`src/rtl/pwm_pkg.sv`:
```
// pwm_pkg: shared widths, constants and register map for the PWM peripheral and its SPI register block
package pwm_pkg;
  localparam int PWM_W = 8;
  localparam logic [PWM_W-1:0] PWM_FULL = 8'hFF;
  localparam int NUM_PINS = 16;
  localparam logic [6:0] ADDR_EN_OUT_7_0 = 7'h00;
  localparam logic [6:0] ADDR_EN_OUT_15_8 = 7'h01;
  localparam logic [6:0] ADDR_EN_PWM_7_0 = 7'h02;
  localparam logic [6:0] ADDR_EN_PWM_15_8 = 7'h03;
  localparam logic [6:0] ADDR_PWM_DUTY = 7'h04;
endpackage

```
`src/rtl/pwm_peripheral_if.sv`:
```
// pwm_peripheral_if: configuration registers in, pin drive and period strobe out
interface pwm_peripheral_if;
  import pwm_pkg::*;
  logic [7:0] en_reg_out_7_0;
  logic [7:0] en_reg_out_15_8;
  logic [7:0] en_reg_pwm_7_0;
  logic [7:0] en_reg_pwm_15_8;
  logic [PWM_W-1:0] pwm_duty_cycle;
  logic [NUM_PINS-1:0] out;
  logic period_start;
  modport master (
    output en_reg_out_7_0, en_reg_out_15_8, en_reg_pwm_7_0, en_reg_pwm_15_8, pwm_duty_cycle,
    input out, period_start
  );
  modport slave (
    input en_reg_out_7_0, en_reg_out_15_8, en_reg_pwm_7_0, en_reg_pwm_15_8, pwm_duty_cycle,
    output out, period_start
  );
endinterface

```
`src/rtl/pwm_prescaler.sv`:
```
// pwm_prescaler: divides clk down to a one-cycle tick every PRESCALE cycles
module pwm_prescaler #(
  parameter int PRESCALE = 13,
  parameter int CNT_W = 16
) (
  input  logic clk,
  input  logic rst_n,
  output logic tick
);
  logic [CNT_W-1:0] pre_cnt;
  assign tick = pre_cnt == CNT_W'(PRESCALE - 1);
  always_ff @(posedge clk)
    if (!rst_n) pre_cnt <= '0;
    else pre_cnt <= tick ? '0 : pre_cnt + 1'b1;
endmodule

```
`src/rtl/pwm_peripheral.sv`:
```
// pwm_peripheral: drives 16 pins low, high or with a shared glitch-free 8-bit PWM waveform
module pwm_peripheral
  import pwm_pkg::*;
#(
  parameter int PRESCALE = 13,
  parameter int CNT_W = 16
) (
  input logic clk,
  input logic rst_n,
  pwm_peripheral_if.slave bus
);
  logic tick, wrap, pwm_lvl;
  logic [PWM_W-1:0] pwm_cnt, duty_shadow;
  logic [NUM_PINS-1:0] en_out, en_pwm;
  assign en_out = {bus.en_reg_out_15_8, bus.en_reg_out_7_0};
  assign en_pwm = {bus.en_reg_pwm_15_8, bus.en_reg_pwm_7_0};
  pwm_prescaler #(.PRESCALE(PRESCALE), .CNT_W(CNT_W)) u_pre (.clk(clk), .rst_n(rst_n), .tick(tick));
  assign wrap = tick && pwm_cnt == PWM_FULL;
  // full scale is forced high so 0xFF never shows a one-tick low at the wrap
  assign pwm_lvl = (duty_shadow == PWM_FULL) | (pwm_cnt < duty_shadow);
  always_ff @(posedge clk)
    if (!rst_n) begin
      pwm_cnt <= '0;
      duty_shadow <= '0;
      bus.out <= '0;
      bus.period_start <= 1'b0;
    end else begin
      pwm_cnt <= tick ? pwm_cnt + 1'b1 : pwm_cnt;
      duty_shadow <= wrap ? bus.pwm_duty_cycle : duty_shadow;
      bus.out <= en_out & (~en_pwm | {NUM_PINS{pwm_lvl}});
      bus.period_start <= wrap;
    end
endmodule

```
`src/flat_wrapper.sv`:
```
// flat-port wrapper written by rule: the top's interface ports become plain ports
module pwm_peripheral_flat import pwm_pkg::*;
#(
  parameter int PRESCALE = 13,
  parameter int CNT_W = 16
)
  (clk, rst_n, bus_en_reg_out_7_0, bus_en_reg_out_15_8, bus_en_reg_pwm_7_0, bus_en_reg_pwm_15_8, bus_pwm_duty_cycle, bus_out, bus_period_start);
  pwm_peripheral_if bus_i ();
  input logic clk;
  input logic rst_n;
  input wire logic [$bits(bus_i.en_reg_out_7_0)-1:0] bus_en_reg_out_7_0;
  input wire logic [$bits(bus_i.en_reg_out_15_8)-1:0] bus_en_reg_out_15_8;
  input wire logic [$bits(bus_i.en_reg_pwm_7_0)-1:0] bus_en_reg_pwm_7_0;
  input wire logic [$bits(bus_i.en_reg_pwm_15_8)-1:0] bus_en_reg_pwm_15_8;
  input wire logic [$bits(bus_i.pwm_duty_cycle)-1:0] bus_pwm_duty_cycle;
  output wire logic [$bits(bus_i.out)-1:0] bus_out;
  output wire logic [$bits(bus_i.period_start)-1:0] bus_period_start;
  assign bus_i.en_reg_out_7_0 = bus_en_reg_out_7_0;
  assign bus_i.en_reg_out_15_8 = bus_en_reg_out_15_8;
  assign bus_i.en_reg_pwm_7_0 = bus_en_reg_pwm_7_0;
  assign bus_i.en_reg_pwm_15_8 = bus_en_reg_pwm_15_8;
  assign bus_i.pwm_duty_cycle = bus_pwm_duty_cycle;
  assign bus_out = bus_i.out;
  assign bus_period_start = bus_i.period_start;
  pwm_peripheral #(.PRESCALE(PRESCALE), .CNT_W(CNT_W)) u_core (.clk(clk), .rst_n(rst_n), .bus(bus_i));
endmodule
```
`config.mk`:
```
export PLATFORM = sky130hd
export DESIGN_NAME = pwm_peripheral_flat
export DESIGN_NICKNAME = d
export VERILOG_FILES = /design/src/rtl/pwm_pkg.sv /design/src/rtl/pwm_peripheral_if.sv /design/src/rtl/pwm_prescaler.sv /design/src/rtl/pwm_peripheral.sv /design/src/flat_wrapper.sv
export SDC_FILE = /design/constraint.sdc
export NUM_CORES = 1
export LEC_CHECK = 0
export BUFFER_PORTS_ARGS = -buffer_cell sky130_fd_sc_hd__buf_2
export CORE_UTILIZATION = 35
export CTS_CLUSTER_DIAMETER = 100
export CTS_CLUSTER_SIZE = 28
export DETAILED_ROUTE_END_ITERATION = 8
export PLACE_DENSITY = 0.64
export SLEW_MARGIN = 20
export SYNTH_ARGS = -nofsm -noshare
export SYNTH_HDL_FRONTEND = slang
export SYNTH_SLANG_ARGS = --single-unit
```
`constraint.sdc`:
```
create_clock -name clk -period 2.05 [get_ports clk]
set_input_delay 0.615 -clock clk [delete_from_list [all_inputs] [get_ports clk]]
set_output_delay 0.615 -clock clk [all_outputs]
set_load 0.03 [all_outputs]
```
======== Word level (Yosys, flattened, before mapping) ========
Cells that the tools add are included.
word-level totals
  output and inout bits ................... 17
  input port bits ......................... 42
  bits in registers ....................... 49
  word-level logic and storage cells ...... 18
operators by class
  magnitude comparators ................... 1
  bitwise gates (word level) .............. 5
  add/sub/neg operators ................... 2
  reductions and logical operators ........ 2
  equal/unequal tests ..................... 3
operators by type and width
  operator                                        count
  adder 16 x 1 -> 16 bit, second input constant   1
  AND 16 bit                                      1
  == test 16 x 4 -> 1 bit, second input constant  1
  == test 8 bit, second input constant            2
  NOT 16 bit                                      1
  bitwise OR 16 bit                               1
  adder 8 x 1 -> 8 bit, second input constant     1
  < comparator 8 bit                              1
  OR reduction 2 bit                              1
  logical AND 1 bit                               1
  NOT 1 bit                                       1
  bitwise OR 1 bit                                1

======== Logic depth before layout (Yosys ltp) ========
Gate-level depths: netlist of run 1.
  depth in word-level cells ............... 4
  mapped depth ............................ 7

======== Cells and area by module ========
From an unflattened synthesis of run 1, not the netlist that was laid out.
unflattened totals
  cell total of the unflattened synthesis .. 233
  area, all modules ....................... 2199.6 sq um
by module, submodules not included
  module          cells each  area an instance (sq um)  seq. area each (sq um)  times used
  pwm_peripheral  150         1437.6                    660.6                   1
  pwm_prescaler   83          762.0                     320.3                   1

======== Worst setup path after synthesis of run 1 ========
OpenSTA, ideal clock, no wires.
  path kind ............................... flip-flop to flip-flop
  from .................................... reg u_core.duty_shadow[6]
  to ...................................... reg u_core.bus.out[10]
  buffers on the path ..................... 1
  data arrival time ....................... 1.809 ns
  data required time ...................... 1.922 ns
  cell stages (with the launch flop) ...... 8
  library setup time ...................... 0.128 ns
  slack ................................... 0.113 ns
  cell sequence ........................... dfxtp_1 > inv_1 > ha_1 > and3_1 > o211ai_1 > o32ai_1 > clkbuf_1 > a21oi_1
on the way
  longest elaborated chain between the ends .. 4
  elaborated cells between the ends (all ways) .. 5
  classes of those cells .................. order compare (1); eq/ne (1); bitwise (3)
ends and longest elaborated chain
  element                                              RTL line                 RTL
  from (decl)                                          pwm_peripheral.sv:13     logic [PWM_W-1:0] pwm_cnt, duty_shadow;
  from (signal assigned)                               pwm_peripheral.sv:29     duty_shadow <= wrap ? bus.pwm_duty_cycle : duty_shadow;
  < comparator 8 bit or == test 8 bit (tied branches)  pwm_peripheral.sv:20     assign pwm_lvl = (duty_shadow == PWM_FULL) | (pwm_cnt < duty_shadow);
  bitwise OR 1 bit *                                   pwm_peripheral.sv:20
  bitwise OR 16 bit *                                  pwm_peripheral.sv:30     bus.out <= en_out & (~en_pwm | {NUM_PINS{pwm_lvl}});
  AND 16 bit *                                         pwm_peripheral.sv:30
  to (signal assigned)                                 pwm_peripheral.sv:30
  to (decl)                                            pwm_peripheral_if.sv:17  output out, period_start
Every way passes the cells marked *; elsewhere a longest branch is shown, timed or not.
A chain may end at the register's enable or synchronous reset.

======== Worst setup path in the final report of run 1 ========
  from .................................... reg u_core.u_pre.pre_cnt[0]
  to ...................................... reg u_core.pwm_cnt[7]
on the way
  longest elaborated chain between the ends .. 1
ends and longest elaborated chain
  element                  RTL line              RTL
  from (decl)              pwm_prescaler.sv:10   logic [CNT_W-1:0] pre_cnt;
  from (signal assigned)   pwm_prescaler.sv:14   else pre_cnt <= tick ? '0 : pre_cnt + 1'b1;
  == test 16 x 4 -> 1 bit  pwm_prescaler.sv:11   assign tick = pre_cnt == CNT_W'(PRESCALE - 1);
  to (signal assigned)     pwm_peripheral.sv:28  pwm_cnt <= tick ? pwm_cnt + 1'b1 : pwm_cnt;
  to (decl)                pwm_peripheral.sv:13
Every way passes these cells.

==> flow_summary.ini, run 1 <==
[synthesis]
ys_seq_area_frac = 0.438
yosys-top-cells-area = dfxtp_1, nand2_1, ha_1, a21oi_1, mux2i_1
synth-adder-area-share = 0.0559
netlist_instances = 247
synth-async-reset-ratio = 0
synth-compound-area-share = 0.0968
syn_area_per_cell_um2 = 9.06
synth_xor_area_frac = 0.0509
synth_area_um2 = 2240
post-synth-top-area-cell = dfxtp_1
synthSimpleGateAreaFrac = 0.263
synth_ff_type = dfxtp_1
ys_ff_latch = 49
synth-warning-count = 0
synth.distinct_cells = 39
muxShareOfSynthArea = 0.0403
syn-num-nets = 299
synth_top_family_by_area = simple AND/OR/NAND/NOR gates
synth_top_area_frac = 0.438
synth_edf_count = 0

[layout]
final_layout_size_suffix_gt1_frac = 0.285
mostFrequentLayoutCell = buf_2
final_cell_mix = buf_2, dfxtp_1, nand2_1
regArea_um2 = 982
antenna_cells = 0
fin_area_um2 = 2790
num-fill-cells = 601
stdcell_count = 391
areaGrowthSynthToFinish_pct = 24.6
multi_input_area_um2 = 1170
nets = 367

[global_routing]
grt_overflow = 0
grt_pass1_wl_mm = 7.96
grt_pass1_vias = 1780
antenna_found_initial = 0
track_usage = 0.156
grt_max_degree = 21

[timing]
skew_ns = 0.00696
period_minus_slack_ns = 1.89
rsz0062_at_grt = no
period_share = 0.924
drv_slew = 0
setup_violations = 0
max_freq_mhz = 528
setup_slack_ns = 0.155
tightest_slew_ns = 0.504
max_slew_margin = 0.663
final_hold_viol_count = 0

[die]
die_w_um = 82.0
dieArea_um2 = 6720
core_um2 = 6030
die_h_um = 82.0
initial_core_util = 0.371
io_pins = 59
std_cell_rows = 28

[critical_path]
crit_start = u_core.u_pre.pre_cnt[0]$_SDFF_PP0_
worstPathRequired_ns = 2.29
rr_startpoint = u_core.u_pre.pre_cnt[0]$_SDFF_PP0_
critPathKind = flop to flop
crit_path_end = u_core.pwm_cnt[7]$_SDFFE_PN0P_
cp-start-kind = flop
worstPathMaxFanout = 13
cp.arrival_ns = 2.13
endpoint_kind = flop
reg2reg_slack_ns = 0.16
cpPeakStageDelay_ns = 0.50
cp_slowest_cell = or4_1
reg2reg_depth = 7
r2r_end = u_core.pwm_cnt[7]$_SDFFE_PN0P_
path_cells = inv_1 > ha_1 > nor4b_4 > nand4_1 > buf_4 > or4_1 > a21oi_1

[power_and_ir_drop]
intPower_uw = 1310
leakage_uw = 0.00114
power_uw = 1720
power_frac_clock = 0.353
p_sw_uw = 412
pwr-share-comb = 0.078
worst_ir_drop_vdd_mv = 0.521
pwr-share-seq = 0.569
swShare = 0.240
power.density_nw_per_um2 = 617

[clock_tree]
cts_buffer_depth = 2
numCtsBuffers = 5
htree_levels = 2
cts_tree = built
root_buffer = clkbuf_8
clk_pin_slew_ns = 0.09
clkLatencyLatePin_ns = 0.30
ctsHoldBuffers = 0
cts_num_sinks = 49

[placed_design]
place_ws_ns = -0.152
dp_cells = 382
port_buffers = 58
hpwlAfterDp_mm = 3.42
place_congestion = 0.785
postPlaceCellArea_um2 = 2640

[min_path]
hp-class = input port to flop

[routing]
drt_iter0_markers = 93
wirelength_mm = 4.64
vias = 1941
drtAntennaViolNets = 0
dr.pass1.iters = 4
avgRoutedWirePerCell_um = 11.9
route.detailed.drc = 0
vias_per_cell = 4.96

[run]
cap_violations = 0

[run_status]
outcome = completed
## critical path: cells and delay by family (launching register included)
kind | cells | cell delay, ns
buf+inv | 2 | 0.26
flops | 1 | 0.37
compound gates | 1 | 0.15
simple gates | 3 | 0.91
fa+ha+maj | 1 | 0.14
## cells in the mapped netlist (2+ instances only)
cell type / n
a21oi_1: 24
buf_6: 2
clkbuf_1: 3
dfxtp_1: 49
ha_1: 10
inv_1: 14
mux2i_1: 9
nand2_1: 42
nand3_1: 9
nand4_1: 9
nor2_1: 19
nor3_1: 4
nor4_1: 4
nor4_4: 3
o21ai_0: 2
o31ai_1: 5
or3_1: 2
or4_1: 5
xnor2_1: 9
xor2_1: 4
## how the worst min path moves through the flow
| stage | slack [ns] | end | startpoint | cells after the start |
|---|---|---|---|---|
| 2_1_floorplan | 0.45 | u_core.duty_shadow[2]$_SDFFE_PN0P_ | u_core.duty_shadow[2]$_SDFFE_PN0P_ | 2 |
| 3_3_place_gp | 0.47 | u_core.duty_shadow[4]$_SDFFE_PN0P_ | u_core.duty_shadow[4]$_SDFFE_PN0P_ | 2 |
| 3_5_place_dp | 0.47 | u_core.duty_shadow[1]$_SDFFE_PN0P_ | u_core.duty_shadow[1]$_SDFFE_PN0P_ | 2 |
| 4_1_cts | 0.45 | u_core.bus.out[7]$_SDFF_PN0_ | bus_en_reg_pwm_7_0[7] | 2 |
| 5_1_grt | 0.44 | u_core.bus.out[9]$_SDFF_PN0_ | bus_en_reg_pwm_15_8[1] | 2 |
| 6_report | 0.46 | u_core.bus.out[7]$_SDFF_PN0_ | bus_en_reg_pwm_7_0[7] | 2 |
## stage by stage
| stage | setup TNS (ns) | hold slack, ns | utilization |
|---|---|---|---|
| CTS | 0 | 0.448 | 0.457 |
| floorplan | 0 | 0.448 | - |
| finish | 0 | 0.464 | 0.463 |
| global route | 0 | 0.436 | 0.463 |
| global placement | -0.192 | 0.468 | 0.439 |
| detailed placement | -2.02 | 0.467 | 0.439 |
## power groups by stage
| stage | clock network (µW) | logic, µW | registers, µW |
|---|---|---|---|
| after global routing | 680 | 151 | 981 |
| after floorplan | 0 | 52.8 | 1020 |
| after global placement | 0 | 134 | 1000 |
| final | 608 | 135 | 978 |
| after CTS | 637 | 136 | 978 |
| after detailed placement | 0 | 136 | 1000 |
## logic make-up after synthesis
family	Yosys count
and+or+nand+nor	106
DFF	49
AOI/OAI and AO/OA	37
buffers and inverters	23
xor gates and xnor gates	13
adders and majority gates	10
muxes	9
## registers in the layout, indices dropped and copies added (netlist names)
register                 flops
u_core.bus.out              16
u_core.u_pre.pre_cnt        16
u_core.pwm_cnt               8
u_core.bus.period_start      1
u_core.duty_shadow           8
## area by class of cell
class,count,area share
Tap cell,75,0.0337
Clock buffer,6,0.0296
Clock inverter,2,0.00628
Multi-Input combinational cell,175,0.418
Timing Repair Buffer,70,0.141
Inverter,14,0.0189
Sequential cell,49,0.352
## routing by layer
| metal | up-vias | GRT usage | wire, µm |
|---|---|---|---|
| li1 | 996 | - | - |
| met3 | 5 | 0.0456 | 209 |
| met4 | 0 | 0.0632 | 57 |
| met2 | 44 | 0.267 | 2260 |
| met1 | 896 | 0.181 | 2110 |
| met5 | - | 0 | 0 |
## what timing repair did
| action | CTS | global route |
|---|---|---|
| setup endpoints to repair | 16 | 19 |
| pin swaps | 0 | 1 |
| setup buffers | 0 | 1 |
| hold endpoints to repair | 0 | 0 |
| resized for setup | 2 | 3 |
Note: power is estimated with default switching activity, not from simulation.
==> run 2: changes to the inputs <==
Settings changed: PLACE_DENSITY 0.64 to 0.62.
Clock period 2.05 ns to 2.3 ns, I/O delays scaled along.
==> run 2 against run 1 <==
Routed wire length down 0.52%. Critical path depth down 3. Sequential share of layout area up 0.88 points. Total power down 6.0%. Via count down 1.7%. Combinational power down 11%. Critical path type unchanged. Largest power group unchanged.
==> flow_summary.ini, run 2 (synthesized netlist as in run 1, its figures left out) <==
[power_and_ir_drop]
power.density_nw_per_um2 = 596
intPower_uw = 1240
pwr-share-comb = 0.074
swShare = 0.234
p_sw_uw = 378
power_frac_clock = 0.387
pwr-share-seq = 0.539
worst_ir_drop_vdd_mv = 0.374
leakage_uw = 0.00109

[layout]
reg_top3 = u_core.bus.out x16, u_core.u_pre.pre_cnt x16
areaGrowthSynthToFinish_pct = 21.4
nets = 359
final_layout_size_suffix_gt1_frac = 0.256
antenna_cells = 0
mostFrequentLayoutCell = buf_2
final_cell_mix = buf_2, dfxtp_1, nand2_1

[routing]
avgRoutedWirePerCell_um = 12.1
drt_iter0_markers = 74
route.detailed.drc = 0
vias = 1908
vias_per_cell = 4.98
wirelength_mm = 4.62
drtAntennaViolNets = 0
dr.pass1.iters = 4

[global_routing]
antenna_found_initial = 0
grt_pass1_wl_mm = 8.00
grt_pass1_vias = 1807
grt_max_degree = 20
track_usage = 0.156
grt_overflow = 0

[die]
die_h_um = 82.0
die_w_um = 82.0
initial_core_util = 0.371
io_pins = 59
std_cell_rows = 28
core_um2 = 6030
dieArea_um2 = 6720

[timing]
setup_violations = 0
max_freq_mhz = 485
rsz0062_at_grt = no
max_slew_margin = 0.440
final_hold_viol_count = 0
period_share = 0.896
period_minus_slack_ns = 2.06
tightest_slew_ns = 0.819
setup_tns_ns = 0
skew_ns = 0.0104
drv_slew = 0
setup_slack_ns = 0.238

[run_status]
outcome = completed

[critical_path]
critPathKind = flop to flop
cp.arrival_ns = 2.30
cp-start-kind = flop
worstPathRequired_ns = 2.54
cp_slowest_cell = a2111oi_0
path_cells = ha_1 > a2111oi_0 > o32ai_4 > a21oi_1
endpoint_kind = flop
critPathBufInv = 0
worstPathMaxFanout = 16
cpPeakStageDelay_ns = 0.73
crit_family = compound AO/OA/AOI/OAI gates

[min_path]
hp-class = flop to flop

[clock_tree]
root_buffer = clkbuf_8
numCtsBuffers = 5
clk_pin_slew_ns = 0.09
cts_resized = 0
cts_num_sinks = 49
cts_tree = built
clkLatencyLatePin_ns = 0.31
cts_buffer_depth = 2
htree_levels = 2
ctsHoldBuffers = 0
post_cts_buffers = 0

[placed_design]
place_ws_ns = 0.169
port_buffers = 58
hpwlAfterDp_mm = 3.44
place_congestion = 0.745

[run]
cap_violations = 0
==> run 2: cell count changes in the layout (fill, tap and decap cells not counted) <==
| cell | previous run | this run |
|---|---|---|
| a221oi_2 | 1 | 0 |
| clkbuf_8 | 6 | 5 |
| dfxtp_1 | 48 | 49 |
| buf_4 | 11 | 4 |
| dfxtp_2 | 1 | 0 |
| inv_6 | 1 | 0 |
| a2111oi_2 | 1 | 0 |
| a221oi_1 | 0 | 1 |
| bufinv_16 | 0 | 1 |
| a2111oi_0 | 0 | 1 |
| clkinvlp_4 | 0 | 1 |
| buf_12 | 1 | 0 |
==> run 2: worst reg2reg max path: stages (launching register included) <==
cell and delay, ns:
dfxtp_1 0.44, ha_1 0.27, a2111oi_0 0.73, o32ai_4 0.32
a21oi_1 0.23
==> run 2: final timing paths <==
check,startpoint,to,slack (ns),cells after the start
max,u_core.pwm_cnt[1]$_SDFFE_PN0P_,u_core.bus.out[13]$_SDFF_PN0_,0.24,4
min,u_core.duty_shadow[5]$_SDFFE_PN0P_,u_core.duty_shadow[5]$_SDFFE_PN0P_,0.48,2
max reg2reg,u_core.pwm_cnt[1]$_SDFFE_PN0P_,u_core.bus.out[13]$_SDFF_PN0_,0.24,4
min reg2reg,u_core.duty_shadow[5]$_SDFFE_PN0P_,u_core.duty_shadow[5]$_SDFFE_PN0P_,0.48,2
==> run 2: stage by stage <==
step,cells,util,power (µW),area (µm²),hold slack [ns]
floorplan,247,-,960,2240,0.448
global placement,374,0.429,1010,2580,0.468
detailed placement,374,0.429,1010,2580,0.469
CTS,382,0.448,1640,2700,0.483
global route,383,0.451,1690,2720,0.497
finish,383,0.451,1620,2720,0.483
==> run 2: area by class of cell <==
type	count	area, µm²
Fill cell	601	3310
Multi-Input combinational cell	175	1150
Sequential cell	49	981
Timing Repair Buffer	62	320
Tap cell	75	93.8
Clock buffer	5	68.8
Inverter	14	52.6
Clock inverter	3	46.3
==> run 2: routing by layer <==
metal	GRT usage	part of all wire	wire length, µm
met1	0.179	0.44	2040
met2	0.272	0.50	2310
met3	0.0389	0.044	201
met4	0.0702	0.015	71
met5	0	0	0
==> run 2: power by group through the flow <==
stage / clock network [µW] / logic (µW) / registers (µW)
after global routing: 679 / 134 / 874
after detailed placement: 0 / 121 / 892
after CTS: 645 / 121 / 872
after global placement: 0 / 119 / 891
final: 627 / 120 / 872
after floorplan: 0 / 47.1 / 913
